**src/rtl/uart_stopwatch_lap_core_if.sv**
```systemverilog
// UART FIFO-side signal bundle for the stopwatch core.
// The master modport belongs to the core; the slave modport belongs to the FIFO/UART side.
interface uart_stopwatch_lap_core_if;
    logic       rx_empty;
    logic [7:0] rd_data;
    logic       rd_uart;
    logic       tx_full;
    logic       wr_uart;
    logic [7:0] wr_data;

    modport master (
        input  rx_empty,
        input  rd_data,
        input  tx_full,
        output rd_uart,
        output wr_uart,
        output wr_data
    );

    modport slave (
        output rx_empty,
        output rd_data,
        output tx_full,
        input  rd_uart,
        input  wr_uart,
        input  wr_data
    );
endinterface

```
**src/rtl/uart_stopwatch_lap_core.sv**
```systemverilog
// BCD stopwatch with lap capture, driven by single-byte ASCII commands from a UART receive FIFO.
// 'R'/'Q' send the count or lap value back as decimal digits followed by CR LF.
module uart_stopwatch_lap_core #(
    parameter int unsigned DIGITS   = 4,
    parameter int unsigned TICK_DIV = 10_000_000
) (
    input  logic                     i_clk,
    input  logic                     i_reset,
    uart_stopwatch_lap_core_if.master uart,
    output logic [4*DIGITS-1:0]      o_count,
    output logic [4*DIGITS-1:0]      o_lap,
    output logic                     o_run,
    output logic                     o_up,
    output logic                     o_busy
);

    localparam int unsigned CW   = 4 * DIGITS;
    localparam int unsigned PreW = $clog2(TICK_DIV);
    localparam int unsigned IdxW = (DIGITS > 1) ? $clog2(DIGITS) : 1;
    localparam logic [PreW-1:0] PreMax = PreW'(TICK_DIV - 1);
    localparam logic [IdxW-1:0] IdxTop = IdxW'(DIGITS - 1);

    typedef enum logic [1:0] {StIdle, StDigit, StCr, StLf} tx_state_e;

    logic [CW-1:0]   count_q, count_d;
    logic [CW-1:0]   lap_q, lap_d;
    logic [CW-1:0]   snap_q, snap_d;
    logic [PreW-1:0] presc_q, presc_d;
    logic            run_q, run_d;
    logic            up_q, up_d;
    tx_state_e       state_q, state_d;
    logic [IdxW-1:0] idx_q, idx_d;

    logic       cmd_valid;
    logic [7:0] cmd;
    logic       tick;
    logic [3:0] digit_sel;
    logic       wr;

    function automatic logic [CW-1:0] bcd_inc(input logic [CW-1:0] v);
        logic [CW-1:0] r;
        logic          c;
        r = v;
        c = 1'b1;
        for (int i = 0; i < int'(DIGITS); i++) begin
            if (c) begin
                if (v[4*i +: 4] == 4'd9) begin
                    r[4*i +: 4] = 4'd0;
                end else begin
                    r[4*i +: 4] = v[4*i +: 4] + 4'd1;
                    c = 1'b0;
                end
            end
        end
        return r;
    endfunction

    function automatic logic [CW-1:0] bcd_dec(input logic [CW-1:0] v);
        logic [CW-1:0] r;
        logic          b;
        r = v;
        b = 1'b1;
        for (int i = 0; i < int'(DIGITS); i++) begin
            if (b) begin
                if (v[4*i +: 4] == 4'd0) begin
                    r[4*i +: 4] = 4'd9;
                end else begin
                    r[4*i +: 4] = v[4*i +: 4] - 4'd1;
                    b = 1'b0;
                end
            end
        end
        return r;
    endfunction

    // Every byte is popped as soon as it appears; bytes seen during reset are simply not decoded.
    assign uart.rd_uart = ~uart.rx_empty;
    assign cmd_valid    = ~uart.rx_empty & ~i_reset;
    assign cmd = (uart.rd_data >= 8'h61 && uart.rd_data <= 8'h7A) ? (uart.rd_data & 8'hDF)
                                                                    : uart.rd_data;
    assign tick = run_q && (presc_q == PreMax);

    always_comb begin
        digit_sel = 4'd0;
        for (int i = 0; i < int'(DIGITS); i++) begin
            if (idx_q == IdxW'(i)) begin
                digit_sel = snap_q[4*i +: 4];
            end
        end
    end

    always_comb begin
        count_d = count_q;
        lap_d   = lap_q;
        presc_d = presc_q;
        run_d   = run_q;
        up_d    = up_q;

        if (cmd_valid && cmd == "G") run_d = 1'b1;
        if (cmd_valid && cmd == "P") run_d = 1'b0;
        if (cmd_valid && cmd == "U") up_d = ~up_q;
        // Lap takes the value visible this cycle, i.e. before any tick lands.
        if (cmd_valid && cmd == "L") lap_d = count_q;

        if (cmd_valid && cmd == "C") begin
            count_d = '0;
            presc_d = '0;
        end else if (tick) begin
            count_d = up_q ? bcd_inc(count_q) : bcd_dec(count_q);
            presc_d = '0;
        end else if (run_q) begin
            presc_d = presc_q + PreW'(1);
        end
    end

    always_comb begin
        state_d = state_q;
        idx_d   = idx_q;
        snap_d  = snap_q;
        wr      = 1'b0;
        uart.wr_data = 8'h00;

        unique case (state_q)
            StIdle: begin
                if (cmd_valid && (cmd == "R" || cmd == "Q")) begin
                    snap_d  = (cmd == "R") ? count_q : lap_q;
                    idx_d   = IdxTop;
                    state_d = StDigit;
                end
            end
            StDigit: begin
                uart.wr_data = {4'h3, digit_sel};
                if (!uart.tx_full) begin
                    wr = 1'b1;
                    if (idx_q == '0) begin
                        state_d = StCr;
                    end else begin
                        idx_d = idx_q - IdxW'(1);
                    end
                end
            end
            StCr: begin
                uart.wr_data = 8'h0D;
                if (!uart.tx_full) begin
                    wr      = 1'b1;
                    state_d = StLf;
                end
            end
            StLf: begin
                uart.wr_data = 8'h0A;
                if (!uart.tx_full) begin
                    wr      = 1'b1;
                    state_d = StIdle;
                end
            end
        endcase
    end

    // Reset aborts an in-flight frame in the very cycle it is asserted.
    assign uart.wr_uart = wr & ~i_reset;

    always_ff @(posedge i_clk) begin
        if (i_reset) begin
            count_q <= '0;
            lap_q   <= '0;
            snap_q  <= '0;
            presc_q <= '0;
            run_q   <= 1'b0;
            up_q    <= 1'b1;
            state_q <= StIdle;
            idx_q   <= IdxTop;
        end else begin
            count_q <= count_d;
            lap_q   <= lap_d;
            snap_q  <= snap_d;
            presc_q <= presc_d;
            run_q   <= run_d;
            up_q    <= up_d;
            state_q <= state_d;
            idx_q   <= idx_d;
        end
    end

    assign o_count = count_q;
    assign o_lap   = lap_q;
    assign o_run   = run_q;
    assign o_up    = up_q;
    assign o_busy  = (state_q != StIdle);

endmodule

```
**src/flat_wrapper.sv**
```systemverilog
// flat-port wrapper written by rule: the top's interface ports become plain ports
module uart_stopwatch_lap_core_flat 
#(
    parameter int unsigned DIGITS   = 4,
    parameter int unsigned TICK_DIV = 10_000_000
)
  (i_clk, i_reset, o_count, o_lap, o_run, o_up, o_busy, uart_rx_empty, uart_rd_data, uart_tx_full, uart_rd_uart, uart_wr_uart, uart_wr_data);
  uart_stopwatch_lap_core_if uart_i ();
  input  logic i_clk;
  input  logic i_reset;
  output logic [4*DIGITS-1:0] o_count;
  output logic [4*DIGITS-1:0] o_lap;
  output logic o_run;
  output logic o_up;
  output logic o_busy;
  input wire logic [$bits(uart_i.rx_empty)-1:0] uart_rx_empty;
  input wire logic [$bits(uart_i.rd_data)-1:0] uart_rd_data;
  input wire logic [$bits(uart_i.tx_full)-1:0] uart_tx_full;
  output wire logic [$bits(uart_i.rd_uart)-1:0] uart_rd_uart;
  output wire logic [$bits(uart_i.wr_uart)-1:0] uart_wr_uart;
  output wire logic [$bits(uart_i.wr_data)-1:0] uart_wr_data;
  assign uart_i.rx_empty = uart_rx_empty;
  assign uart_i.rd_data = uart_rd_data;
  assign uart_i.tx_full = uart_tx_full;
  assign uart_rd_uart = uart_i.rd_uart;
  assign uart_wr_uart = uart_i.wr_uart;
  assign uart_wr_data = uart_i.wr_data;
  uart_stopwatch_lap_core #(.DIGITS(DIGITS), .TICK_DIV(TICK_DIV)) u_core (.i_clk(i_clk), .i_reset(i_reset), .uart(uart_i), .o_count(o_count), .o_lap(o_lap), .o_run(o_run), .o_up(o_up), .o_busy(o_busy));
endmodule
```
**config.mk**
```make
export PLATFORM = sky130hd
export DESIGN_NAME = uart_stopwatch_lap_core_flat
export DESIGN_NICKNAME = d
export VERILOG_FILES = /design/src/rtl/uart_stopwatch_lap_core_if.sv /design/src/rtl/uart_stopwatch_lap_core.sv /design/src/flat_wrapper.sv
export SDC_FILE = /design/constraint.sdc
export NUM_CORES = 1
export LEC_CHECK = 0
export BUFFER_PORTS_ARGS = -buffer_cell sky130_fd_sc_hd__buf_2
export CAP_MARGIN = 25
export CORE_MARGIN = 2
export CORE_UTILIZATION = 50
export DETAILED_ROUTE_END_ITERATION = 8
export PLACE_DENSITY = 0.82
export RECOVER_POWER = 50
export SYNTH_ARGS = -nofsm -noshare
export SYNTH_HDL_FRONTEND = slang
export SYNTH_SLANG_ARGS = --single-unit
```
**constraint.sdc**
```tcl
create_clock -name i_clk -period 3.7 [get_ports i_clk]
set_input_delay 0.74 -clock i_clk [delete_from_list [all_inputs] [get_ports i_clk]]
set_output_delay 0.74 -clock i_clk [all_outputs]
set_load 0.05 [all_outputs]
```
# Yosys cells after proc, flatten, opt, wreduce, memory -nomap -nowiden
# Index checks and enable logic that the tools add are counted.
# W data, S select, Z words.
# totals
out_inout_bits	45
input_bits	12
register_bits	78
wordCells	141
# op_classes
n_mux	56
addsub	10
n_reduce_logical	30
order_cmp	2
eq_ne	27
bitwise	5
# ops
op	count
$mux W4	18
$eq A8 B7 Y1 const B	7
$mux W16	2
$add A24 B1 Y24 const B	1
$eq A24 B24 Y1 const B	1
$mux W1	24
$pmux W6 S3	1
$add A4 B1 Y4 const B	4
$eq A4 B4 Y1 const B	4
$logic_not A4 Y1	4
$mux W2	8
$sub A4 B1 Y4 const B	4
$ne A2 B2 Y1 const B	7
$reduce_bool A2 Y1	5
$reduce_and A3 Y1	3
$eq A2 B2 Y1 const B	4
$ge A8 B7 Y1 const B	1
$le A8 B7 Y1 const B	1
$logic_and A1 B1 Y1	8
$pmux W2 S4	1
$mux W6	1
$reduce_or A3 Y1	2
$reduce_and A5 Y1	1
$eq A2 B1 Y1 const B	2
10 further kinds	16

# Longest topological paths before layout
# depth
word_depth	14
ltp_mapped	8
ltp_nobuf	7

# Worst setup path after synthesis
# OpenSTA, ideal clock, no wires.
# synth_timing
path_type	in2out
from	input port i_reset
to	output port uart_wr_uart
path_stages	3
required_time_ps	2960
n_path_buf	2
arrival_ps	2230
path_slack_ps	730
cell_sequence	clkbuf_1 buf_1 nor3_1
# synth_via
elab_chain_cells	2
# synth_lines
item	line_no	source
from (decl)	flat_wrapper.sv:10	input logic i_reset;
$not A1 Y1	uart_stopwatch_lap_core.sv:160	assign uart.wr_uart = wr & ~i_reset;
$and A1 B1 Y1	uart_stopwatch_lap_core.sv:160	
to (decl)	flat_wrapper.sv:20	output wire logic [$bits(uart_i.wr_uart)-1:0] uart_wr_uart;
# No other way between the ends.

# Worst setup path after layout
# layout_timing
from	register u_core.up_q (netlist: u_core.o_up)
to	output port o_up
# layout_rtl
item	line_no	source
from (decl)	uart_stopwatch_lap_core.sv:30	logic up_q, up_d;
from (signal assigned)	uart_stopwatch_lap_core.sv:178	up_q <= up_d;
to (decl)	flat_wrapper.sv:14	output logic o_up;
# No word-level cell between the ends.

==> flow_summary.ini <==
[synth]
synth_cell_types = 56
ys_seq_area_frac = 0.363
synth_top_area_share = 0.363
yosysTopAreaCell = dfxtp_1
synth_flop_cell = dfxtp_1
ys_warn_count = 0
synthTopCellsByArea = dfxtp_1 (36%), mux2i_1 (8.8%), nor2_1 (7.3%), xnor2_1 (4.3%), nand2_1 (3.1%)
syn_area_mm2 = 0.00431
synth_common_cells = nor2_1 (84), dfxtp_1 (78), mux2i_1 (38), nand2_1 (36), clkbuf_1 (24)
synthCells = 522
synth.avg_cell_area_um2 = 8.25
ys_ff_latch = 78
post-synth-top-count-cell = nor2_1
async_reset_ff_frac = 0
synth-edff-count = 0

[critical_path]
r2r-end = u_core.o_count[7]
crit_type = flip-flop to output pin
cpMaxStageDelayCell = dfxtp_1
critical_path.endpoint = o_up
crit_path_start_kind = flip-flop
setup.worst_path.end_class = output pin
crit_path_max_fanout = 26
arrival_ns = 2.18
rrSetupSlack_ns = 1.11
cp-startpoint = u_core.o_up
crit_family = flip-flops
crit_chain = clkbuf_1 > buf_2
timing.rr.start = u_core.o_up
critical_path_depth = 2
cp.buffers_inverters = 2
required_ns = 2.96
cp_slowest_stage_delay_ns = 0.92
reg2regPathDepth = 5

[floorplanning]
rows = 33
core_mm2 = 0.00830
die-area_mm2 = 0.00937
start_util = 0.519
die_width_um = 96.8
ioPinCount = 57
die_h_um = 96.8

[grt]
overflow = 0
grt.total_usage = 0.205
grt_pass1_vias = 3426
grt_pass1_wl_um = 16100
grt_max_degree = 40
antenna_found_initial = 0

[power_and_ir_drop]
ir_worst_vdd_uv = 204
p_per_area_mw_per_mm2 = 347
p_leak_nw = 1.72
comb_power_share = 0.116
seqPwrFrac = 0.524
p_sw_uw = 470
p_sw_frac = 0.290
p_int_mw = 1.15
pwr-share-clk = 0.360

[clocking]
insertion_delay_ns = 0.37
cts_tree = built
numCtsBuffers = 9
post_cts_buffers = 0
h-tree-depth = 3
numClockSinks = 78
cts-root-buf = clkbuf_8
postCtsHoldBufs = 0
cts.clk_slew.worst_paths_ns = 0.09
clock_path_buffers = 2
cts_resized = 0

[drt]
avgRoutedWirePerCell_um = 14.8
drc = 0
viasPerCell = 5.67
drt_first_pass_iters = 4
vias = 3743
detail-route-antenna-nets = 0
drt-total-wl_um = 9750
dr.first_iter.drc_count = 241

[timing]
rsz0062_at_grt = false
worstMarginPinSlew_ns = 1.02
fin_hold_ws_ns = 0.505
finalCritPeriodShare = 0.789
tns_ns = 0
fmax_ghz = 0.342
slew_viol_final = 0
setup_viol_count_final = 0
setup_slack_ns = 0.780
skew_ns = 0.0103
slew_headroom = 0.314
min_period_ns = 2.92
hold_violations = 0

[place]
pre_cts_ws_ns = 0.954
io_buffers = 54
dpl.hpwl_um = 7030
dp.cells = 644
gp_congestion = 0.842

[hold_path]
min_path_type = flip-flop to flip-flop
worstHoldStart = u_core.snap_q[2]
worstHoldPathCells = 2

[finish]
final_nets = 571
syn_to_final_growth_pct = 8.66
fillCellCount = 771
finalNonFillerCells = 660
drive_gt1_frac = 0.0793
antenna_cells = 0

[flow_run]
drv_cap = 0

[outcome]
outcome = finished clean
[layer usage]
layer,GRT usage,routed length (µm)
met1,0.251,4420
met2,0.348,4740
met3,0.0477,420
met4,0.0834,171
met5,0,0
[state kept, by name, summed over array words and instances (netlist names)]
name,cells
u_core.idx_q,2
u_core.o_count,16
u_core.o_lap,16
u_core.o_run,1
u_core.o_up,1
u_core.presc_q,24
u_core.snap_q,16
u_core.state_q,2
[worst reg2reg max path: stages (launching register included)]
cell       delay, ns
dfxtp_1         0.92
clkbuf_1        0.52
and3_2          0.28
o2111ai_2       0.23
or3_1           0.41
a21oi_1         0.15
[worst min-delay path by stage]
| stage | end |
|---|---|
| global placement | u_core.presc_q[3] |
| detailed placement | u_core.snap_q[2] |
| finish | u_core.snap_q[2] |
| global route | u_core.snap_q[6] |
| CTS | u_core.snap_q[2] |
| floorplan | u_core.presc_q[3] |
[cell type report]
type	instances	area, µm²	area share
multi-input cells	388	2510	0.536
clock buffers	11	141	0.0302
repair buffers	58	248	0.0529
flip-flops and latches	78	1560	0.334
clock inverters	5	35.0	0.00749
well taps	105	131	0.0281
inverters	15	56.3	0.0120
[cells in the final DEF, fill, tap and decap left out, drive strengths merged, types with 3 or more instances in the layout]
master,count
a211oi,17
a21oi,18
a221oi,3
a31oi,7
and3,8
and4,10
buf,20
clkbuf,49
clkinvlp,4
dfxtp,78
ha,9
inv,15
mux2i,38
nand2,36
nand2b,5
nand3,11
nand4,9
nor2,85
nor2b,9
nor3,18
nor4,8
nor4b,3
nor4bb,4
o2111ai,3
o21a,3
o21ai,17
or3,5
xnor2,21
xor2,15
[power groups by stage]
stage                     registers, mW  clock network, mW  logic, mW
after global routing              0.853              0.626      0.202
after detailed placement          0.872                  0      0.190
after CTS                         0.852              0.593      0.190
after floorplan                   0.869                  0      0.155
after global placement            0.870                  0      0.184
final                             0.852              0.585      0.188
[metrics by stage]
| stage | cell area, µm² | power, mW | utilization |
|---|---|---|---|
| 3_5_place_dp | 4570 | 1.06 | 0.551 |
| 2_1_floorplan | 4310 | 1.02 | - |
| 4_1_cts | 4750 | 1.63 | 0.572 |
| 6_report | 4680 | 1.62 | 0.564 |
| 5_1_grt | 4680 | 1.68 | 0.564 |
| 3_3_place_gp | 4550 | 1.05 | 0.549 |
[logic make-up after synthesis]
family	share of synthesized area
AND/OR/NAND/NOR	0.264
AO/OA/AOI/OAI	0.124
flip-flops	0.363
buffers and inverters	0.0555
multiplexers	0.0935
XOR/XNOR	0.0732
adder cells (fa/ha/maj)	0.0261
other	0.000871
No activity file was read; power rests on OpenSTA's default activity.
